`src/rtl/pipe_pkg.sv`:
```
// Shared sizing constants and the write-back hit helper for the pipelined register file.
package pipe_pkg;

   localparam int unsigned DATA_W     = 32;
   localparam int unsigned NUM_REGS   = 32;
   localparam int unsigned REG_ADDR_W = 5;
   localparam int unsigned CNT_W      = 2;

   localparam logic [REG_ADDR_W-1:0] ZERO_REG = '0;

   // True when a write-back in flight this cycle targets addr (never for r0).
   function automatic logic wb_hit(input logic [REG_ADDR_W-1:0] addr,
                                   input logic                  wena,
                                   input logic [REG_ADDR_W-1:0] waddr);
      return wena && (waddr != ZERO_REG) && (addr == waddr);
   endfunction

endpackage

```
`src/rtl/pipe_scoreboard.sv`:
```
// Per-register pending-write counters with source busy, issue stall and sticky underflow flag.
module pipe_scoreboard
   import pipe_pkg::REG_ADDR_W, pipe_pkg::ZERO_REG, pipe_pkg::wb_hit;
#(
   parameter int unsigned NUM_REGS = pipe_pkg::NUM_REGS,
   parameter int unsigned CNT_W    = pipe_pkg::CNT_W
) (
   input  logic                  clk,
   input  logic                  rst_n,
   input  logic [REG_ADDR_W-1:0] wb_rd_waddr,
   input  logic                  wb_rd_wena,
   input  logic [REG_ADDR_W-1:0] rs_raddr,
   input  logic [REG_ADDR_W-1:0] rt_raddr,
   input  logic                  rs_used,
   input  logic                  rt_used,
   input  logic                  iss_valid,
   input  logic [REG_ADDR_W-1:0] iss_rd_waddr,
   input  logic                  iss_rd_wena,
   output logic                  rs_busy,
   output logic                  rt_busy,
   output logic                  stall,
   output logic                  sb_err
);

   localparam logic [CNT_W-1:0] CNT_MAX = '1;
   localparam logic [CNT_W-1:0] CNT_ONE = CNT_W'(1);

   logic [CNT_W-1:0] cnt_q [NUM_REGS];
   logic [CNT_W-1:0] cnt_d [NUM_REGS];
   logic             sb_err_q, sb_err_d;

   logic [CNT_W-1:0] rs_cnt, rt_cnt, dest_cnt;
   logic             dest_full, wb_dec, iss_inc;

   // A producer writing back this cycle no longer blocks its consumers.
   always_comb begin : busy_stall
      rs_cnt    = cnt_q[rs_raddr];
      rt_cnt    = cnt_q[rt_raddr];
      dest_cnt  = cnt_q[iss_rd_waddr];
      rs_busy   = (rs_raddr != ZERO_REG) && (rs_cnt != '0) &&
                  !(wb_hit(rs_raddr, wb_rd_wena, wb_rd_waddr) && (rs_cnt == CNT_ONE));
      rt_busy   = (rt_raddr != ZERO_REG) && (rt_cnt != '0) &&
                  !(wb_hit(rt_raddr, wb_rd_wena, wb_rd_waddr) && (rt_cnt == CNT_ONE));
      dest_full = iss_rd_wena && (iss_rd_waddr != ZERO_REG) && (dest_cnt == CNT_MAX) &&
                  !wb_hit(iss_rd_waddr, wb_rd_wena, wb_rd_waddr);
      stall     = iss_valid && ((rs_used && rs_busy) || (rt_used && rt_busy) || dest_full);
   end

   always_comb begin : cnt_next
      cnt_d    = cnt_q;
      sb_err_d = sb_err_q;
      wb_dec   = wb_rd_wena && (wb_rd_waddr != ZERO_REG);
      iss_inc  = iss_valid && !stall && iss_rd_wena && (iss_rd_waddr != ZERO_REG);
      if (wb_dec && (cnt_q[wb_rd_waddr] == '0)) begin
         sb_err_d = 1'b1;
      end
      // Matching increment and decrement on one register cancel out.
      if (!(iss_inc && wb_dec && (iss_rd_waddr == wb_rd_waddr))) begin
         if (iss_inc) begin
            cnt_d[iss_rd_waddr] = cnt_q[iss_rd_waddr] + CNT_ONE;
         end
         if (wb_dec && (cnt_q[wb_rd_waddr] != '0)) begin
            cnt_d[wb_rd_waddr] = cnt_q[wb_rd_waddr] - CNT_ONE;
         end
      end
      cnt_d[0] = '0;
   end

   always_ff @(posedge clk or negedge rst_n) begin
      if (!rst_n) begin
         for (int unsigned i = 0; i < NUM_REGS; i++) begin
            cnt_q[i] <= '0;
         end
         sb_err_q <= 1'b0;
      end else begin
         cnt_q    <= cnt_d;
         sb_err_q <= sb_err_d;
      end
   end

   assign sb_err = sb_err_q;

endmodule

```
`src/rtl/pipe_regfile.sv`:
```
// Architectural register file with write-through bypass and an issue scoreboard.
module pipe_regfile
   import pipe_pkg::REG_ADDR_W, pipe_pkg::ZERO_REG, pipe_pkg::wb_hit;
#(
   parameter int unsigned DATA_W   = pipe_pkg::DATA_W,
   parameter int unsigned NUM_REGS = pipe_pkg::NUM_REGS,
   parameter int unsigned CNT_W    = pipe_pkg::CNT_W
) (
   input  logic                  clk,
   input  logic                  rst_n,
   input  logic [REG_ADDR_W-1:0] wb_rd_waddr,
   input  logic                  wb_rd_wena,
   input  logic [DATA_W-1:0]     wb_rd_wdata,
   input  logic [REG_ADDR_W-1:0] rs_raddr,
   input  logic [REG_ADDR_W-1:0] rt_raddr,
   input  logic                  rs_used,
   input  logic                  rt_used,
   output logic [DATA_W-1:0]     rs_rdata,
   output logic [DATA_W-1:0]     rt_rdata,
   input  logic                  iss_valid,
   input  logic [REG_ADDR_W-1:0] iss_rd_waddr,
   input  logic                  iss_rd_wena,
   output logic                  rs_busy,
   output logic                  rt_busy,
   output logic                  stall,
   output logic                  sb_err
);

   logic [DATA_W-1:0] regs_q [NUM_REGS];
   logic [DATA_W-1:0] regs_d [NUM_REGS];

   // Reset masks the bypass path so reads stay zero while rst_n is low.
   function automatic logic [DATA_W-1:0] read_port(input logic [REG_ADDR_W-1:0] addr);
      if (!rst_n || (addr == ZERO_REG)) begin
         return '0;
      end else if (wb_hit(addr, wb_rd_wena, wb_rd_waddr)) begin
         return wb_rd_wdata;
      end else begin
         return regs_q[addr];
      end
   endfunction

   always_comb begin : reg_next
      regs_d = regs_q;
      if (wb_rd_wena && (wb_rd_waddr != ZERO_REG)) begin
         regs_d[wb_rd_waddr] = wb_rd_wdata;
      end
      regs_d[0] = '0;
   end

   always_ff @(posedge clk or negedge rst_n) begin
      if (!rst_n) begin
         for (int unsigned i = 0; i < NUM_REGS; i++) begin
            regs_q[i] <= '0;
         end
      end else begin
         regs_q <= regs_d;
      end
   end

   always_comb begin : read_ports
      rs_rdata = read_port(rs_raddr);
      rt_rdata = read_port(rt_raddr);
   end

   pipe_scoreboard #(
      .NUM_REGS (NUM_REGS),
      .CNT_W    (CNT_W)
   ) u_scoreboard (
      .clk          (clk),
      .rst_n        (rst_n),
      .wb_rd_waddr  (wb_rd_waddr),
      .wb_rd_wena   (wb_rd_wena),
      .rs_raddr     (rs_raddr),
      .rt_raddr     (rt_raddr),
      .rs_used      (rs_used),
      .rt_used      (rt_used),
      .iss_valid    (iss_valid),
      .iss_rd_waddr (iss_rd_waddr),
      .iss_rd_wena  (iss_rd_wena),
      .rs_busy      (rs_busy),
      .rt_busy      (rt_busy),
      .stall        (stall),
      .sb_err       (sb_err)
   );

endmodule
```
`config.mk`:
```
export PLATFORM = sky130hd
export DESIGN_NAME = pipe_regfile
export DESIGN_NICKNAME = d
export VERILOG_FILES = /design/src/rtl/pipe_pkg.sv /design/src/rtl/pipe_scoreboard.sv /design/src/rtl/pipe_regfile.sv
export SDC_FILE = /design/constraint.sdc
export NUM_CORES = 2
export LEC_CHECK = 0
export CAP_MARGIN = 5
export CORE_UTILIZATION = 39
export DETAILED_ROUTE_END_ITERATION = 7
export GPL_TIMING_DRIVEN = 0
export PLACE_DENSITY = 0.57
export RECOVER_POWER = 50
export SKIP_CTS_REPAIR_TIMING = 1
export SLEW_MARGIN = 20
export SYNTH_ARGS = -nofsm -noshare
export SYNTH_HDL_FRONTEND = slang
export SYNTH_SLANG_ARGS = --single-unit
```
`constraint.sdc`:
```
create_clock -name clk -period 11.1 [get_ports clk]
set_input_delay 2.22 -clock clk [delete_from_list [all_inputs] [get_ports clk]]
set_output_delay 2.22 -clock clk [all_outputs]
set_load 0.02 [all_outputs]
```
==> summary.md <==
| Metric | Value |
|---|---|
| Result of the run | `finished with violations` |
| Violated checks | `capacitance limit, slew limit` |
| Number of cells traversed by the worst hold path | `1` |
| Critical hold path startpoint | `u_scoreboard.sb_err` |
| Initial core utilization | `roughly two fifths` |
| Vias | `~44000` |
| Worst Path Required | `~9 ns` |
| Number of warnings printed during yosys synthesis | `0` |
| WP data arrival | `8.17 ns` |
| Die X-Extent | `a little under 400 um` |
| Startpoint type of the worst setup path | `input pin` |
| Antenna viol nets, final | `0` |
| Final estimated routing congestion in global placement | `about 0.99` |
| GRT overflow | `0` |
| Pin count of the biggest net entering global routing | `around 140` |
| Floorplan row count | `about 140` |
| Largest area contributor in the synthesized netlist | `sky130_fd_sc_hd__dfrtp_1` |
| Share of async-settable or async-resettable flops after synthesis | `between 90% and 100%` |
| Syn Std Cell Area | `59800 um^2` |
| Number of endpoints failing setup at the final stage | `0` |
| Area growth from synthesis to layout | `13.7%` |
| Pin slew with the least headroom to its limit | `7.45 ns` |
| Worst clock skew on the final layout | `approximately 0.022 ns` |
| Insertion delay of the later-clocked pin in the worst-skew pair | `just under 0.8 ns` |
| Share of synthesized area occupied by flip-flops and latches | `between 40% and 50%` |
| Worst-path clk slew | `0.05 ns` |
| Top area cells in the synthesized netlist | `sky130_fd_sc_hd__dfrtp_1 44%, sky130_fd_sc_hd__mux4_2 23%, sky130_fd_sc_hd__mux2_2 18%, sky130_fd_sc_hd__nand2_1 2.3%, sky130_fd_sc_hd__clkbuf_1 2.1%` |
| MaxCap Viol Count | `3` |
| Unrepaired setup endpoints after global routing | `no` |
| Power per unit of standard cell area | `184 nW/um^2` |
| Classification of the worst setup path | `in2out` |
| Main synth FF type | `sky130_fd_sc_hd__dfrtp_1` |
| Final Total Pwr | `~13 mW` |
| Startpoint of the most critical register-to-register path | `u_scoreboard.cnt_q[37]` |
| Vias/cell | `approximately 6.4` |
| Achievable Freq | `slightly below 0.1 GHz` |
| Number of top-level design ports | `roughly 130` |
| Post-DP HPWL | `163000 um` |
| Depth of the most critical reg-to-reg path | `9` |
| Core Box Area | `approximately 150000 um^2` |
| DRC violations left | `0` |
| Count of final hold-check violations | `0` |
| TritonCTS clock tree | `yes` |
| Worst-path fanout max | `10` |
| Fraction of met2 tracks used by global routing | `a little under half` |
| Level count of the clock H-tree | `3` |
| Detailed Route WL | `~240000 um` |
| Average cell area after synthesis | `around 14 um^2` |
| Number of register bits inferred by synthesis | `around 1100` |
| 1st-pass router iterations | `5` |
| Setup crit end kind | `output pin` |
| Synthesized net count | `4444` |
| Gate count after technology mapping | `between 4000 and 5000` |
| Fraction of the core area covered by cells at the end of the flow | `~45%` |
| R2R Setup Slk | `6.97 ns` |
| Final period demand of the worst path | `a little over 10 ns` |
| Vertical die dimension | `394 um` |
| Starting DRC count in detailed routing | `5456` |
| Setup tns final | `0 ns` |
| Die area | `roughly 150000 um^2` |
| Distinct cells, synth | `72` |
| Maximum number of buffers from clock root to sink | `3` |
| Root cell of the clock tree | `sky130_fd_sc_hd__clkbuf_16` |
| IR drop worst, VDD | `~130 uV` |
| Wire length of the first global-routing pass | `about 340000 um` |
| Ratio of cells with drive above 1 in the final layout | `41.3%` |
| Class of the worst hold path | `reg2reg` |
| Share of the clock period used by the worst path | `a little over nine tenths` |
| End point of the worst hold path | `u_scoreboard.sb_err` |
| Vias in the first global route | `43600` |
| Overall routing resource usage | `30.8%` |
| Number of buffers added by the clock tree synthesis step | `around 120` |
| CTS sink count | `between 1000 and 1500` |
| Number of antenna violations at the first check in global routing | `6` |
| Count of flip-flops with a built-in enable after synthesis | `0` |
| Leakage | `28.8 nW` |
| Fraction of synthesized cell area taken by the top area cell type | `44.1%` |
| Met1 usage in global routing | `between 40% and 50%` |
| Number of max-slew violations in the final report | `379` |
| Max-slew headroom at the worst pin | `-397%` |
| Peak-usage layer in the global routing report | `met2` |
| Routed wirelength normalized by instance count | `approximately 35 um` |
| Count of port buffers added during placement | `around 120` |
| Routing usage on met3 | `under 10%` |
| Fin nets | `about 4700` |
| Capture point of the worst reg-to-reg path | `u_scoreboard.cnt_q[25]` |
==> Yosys cell counts, types with 66 or more instances <==
cell / n
sky130_fd_sc_hd__a21oi_1: 71
sky130_fd_sc_hd__clkbuf_1: 335
sky130_fd_sc_hd__dfrtp_1: 1055
sky130_fd_sc_hd__inv_1: 66
sky130_fd_sc_hd__mux2_2: 931
sky130_fd_sc_hd__mux2i_1: 85
sky130_fd_sc_hd__mux4_2: 624
sky130_fd_sc_hd__nand2_1: 362
sky130_fd_sc_hd__nor2_1: 252
sky130_fd_sc_hd__nor3_1: 120
==> flip-flops by register name, indices dropped and copies added (netlist names) <==
signal / flops
regs_q: 992
u_scoreboard.cnt_q: 62
u_scoreboard.sb_err: 1
==> cell usage in the layout (no fill, tap or decap), drive strengths merged, types with 10 or more instances in the layout <==
master | Yosys | final
dfrtp | 1055 | 1055
mux2 | 932 | 932
mux4 | 624 | 624
clkbuf | 335 | 522
nand2 | 362 | 362
nor2 | 253 | 253
buf | 128 | 143
nor3 | 120 | 120
clkdlybuf4s50 | 0 | 113
mux2i | 85 | 85
a21oi | 72 | 72
o21ai | 71 | 71
inv | 67 | 70
a221oi | 59 | 59
or4 | 37 | 37
a22o | 36 | 36
clkinv | 2 | 24
nor2b | 15 | 15
xor2 | 13 | 13
nor3b | 11 | 11
nor4 | 10 | 10
==> how the worst max path moves through the flow <==
stage	start	endpoint	slack, ns	cells past startpoint
after floorplan	iss_rd_waddr[0]	stall	3.99	14
after global placement	rst_n	rt_rdata[0]	-50.33	4
after detailed placement	rs_raddr[1]	rs_rdata[28]	0.87	12
after CTS	rs_raddr[1]	rs_rdata[28]	0.85	12
after global routing	rst_n	regs_q[793]	0.52	4
final	rs_raddr[1]	rs_rdata[28]	0.71	12
==> stage by stage <==
step / hold WS (ns) / cell area, um^2 / worst slack [ns] / instances
final: 0.464 / 68000 / 0.710 / 6771
after CTS: 0.472 / 68100 / 0.854 / 6767
after global routing: 0.486 / 68000 / 0.524 / 6769
after floorplan: 0.459 / 59800 / 3.99 / 4383
after global placement: 0.445 / 63500 / -50.33 / 6530
after detailed placement: 0.450 / 64100 / 0.873 / 6548
==> final cells by class <==
cell class,instances,area [um^2]
Antenna cell,2,5.00
Buffer,463,2000
Clock buffer,182,3490
Clock inverter,37,482
Fill cell,13900,84000
Inverter,69,259
Multi-Input combinational cell,2796,31300
Sequential cell,1055,26400
Tap cell,2030,2540
Timing Repair Buffer,137,1540
==> critical path: stages <==
cell                              delay [ns]
sky130_fd_sc_hd__clkdlybuf4s50_1        0.57
sky130_fd_sc_hd__clkbuf_1               0.82
sky130_fd_sc_hd__clkbuf_1               0.66
sky130_fd_sc_hd__clkbuf_1               0.61
sky130_fd_sc_hd__clkbuf_1               0.93
sky130_fd_sc_hd__mux4_2                 0.44
sky130_fd_sc_hd__mux4_2                 0.46
sky130_fd_sc_hd__nor2_1                 0.20
sky130_fd_sc_hd__nor3_1                 0.08
sky130_fd_sc_hd__a21oi_1                0.50
sky130_fd_sc_hd__nor2_1                 0.09
sky130_fd_sc_hd__clkdlybuf4s50_1        0.57
==> cells by family (layout without fill, tap and decap cells) <==
group / count (synthesis) / after routing / share of synthesized area, %
XOR/XNOR: 15 / 15 / 0.220
AO/OA/AOI/OAI: 289 / 289 / 3.40
adder cells (fa/ha/maj): 2 / 2 / 0.0418
other: 0 / 2 / 0
flip-flops: 1055 / 1055 / 44.1
multiplexers: 1641 / 1641 / 42.5
buffers and inverters: 532 / 888 / 3.56
AND/OR/NAND/NOR: 849 / 849 / 6.19
==> where the power goes <==
part / switching [mW] / total (mW) / internal [mW]
clock: 1.75 / 4.08 / 2.33
combinational: 1.44 / 3.15 / 1.71
sequential: 0.651 / 5.29 / 4.64
total: 3.84 / 12.5 / 8.68
==> metal layers <==
metal  vias to the layer above  wire (um)
met3                       591      25600
met5                         -         28
met1                     23400      94200
met4                         6      12800
li1                      17200          -
met2                      2485     107000
Power figures use the tool's default switching activity.
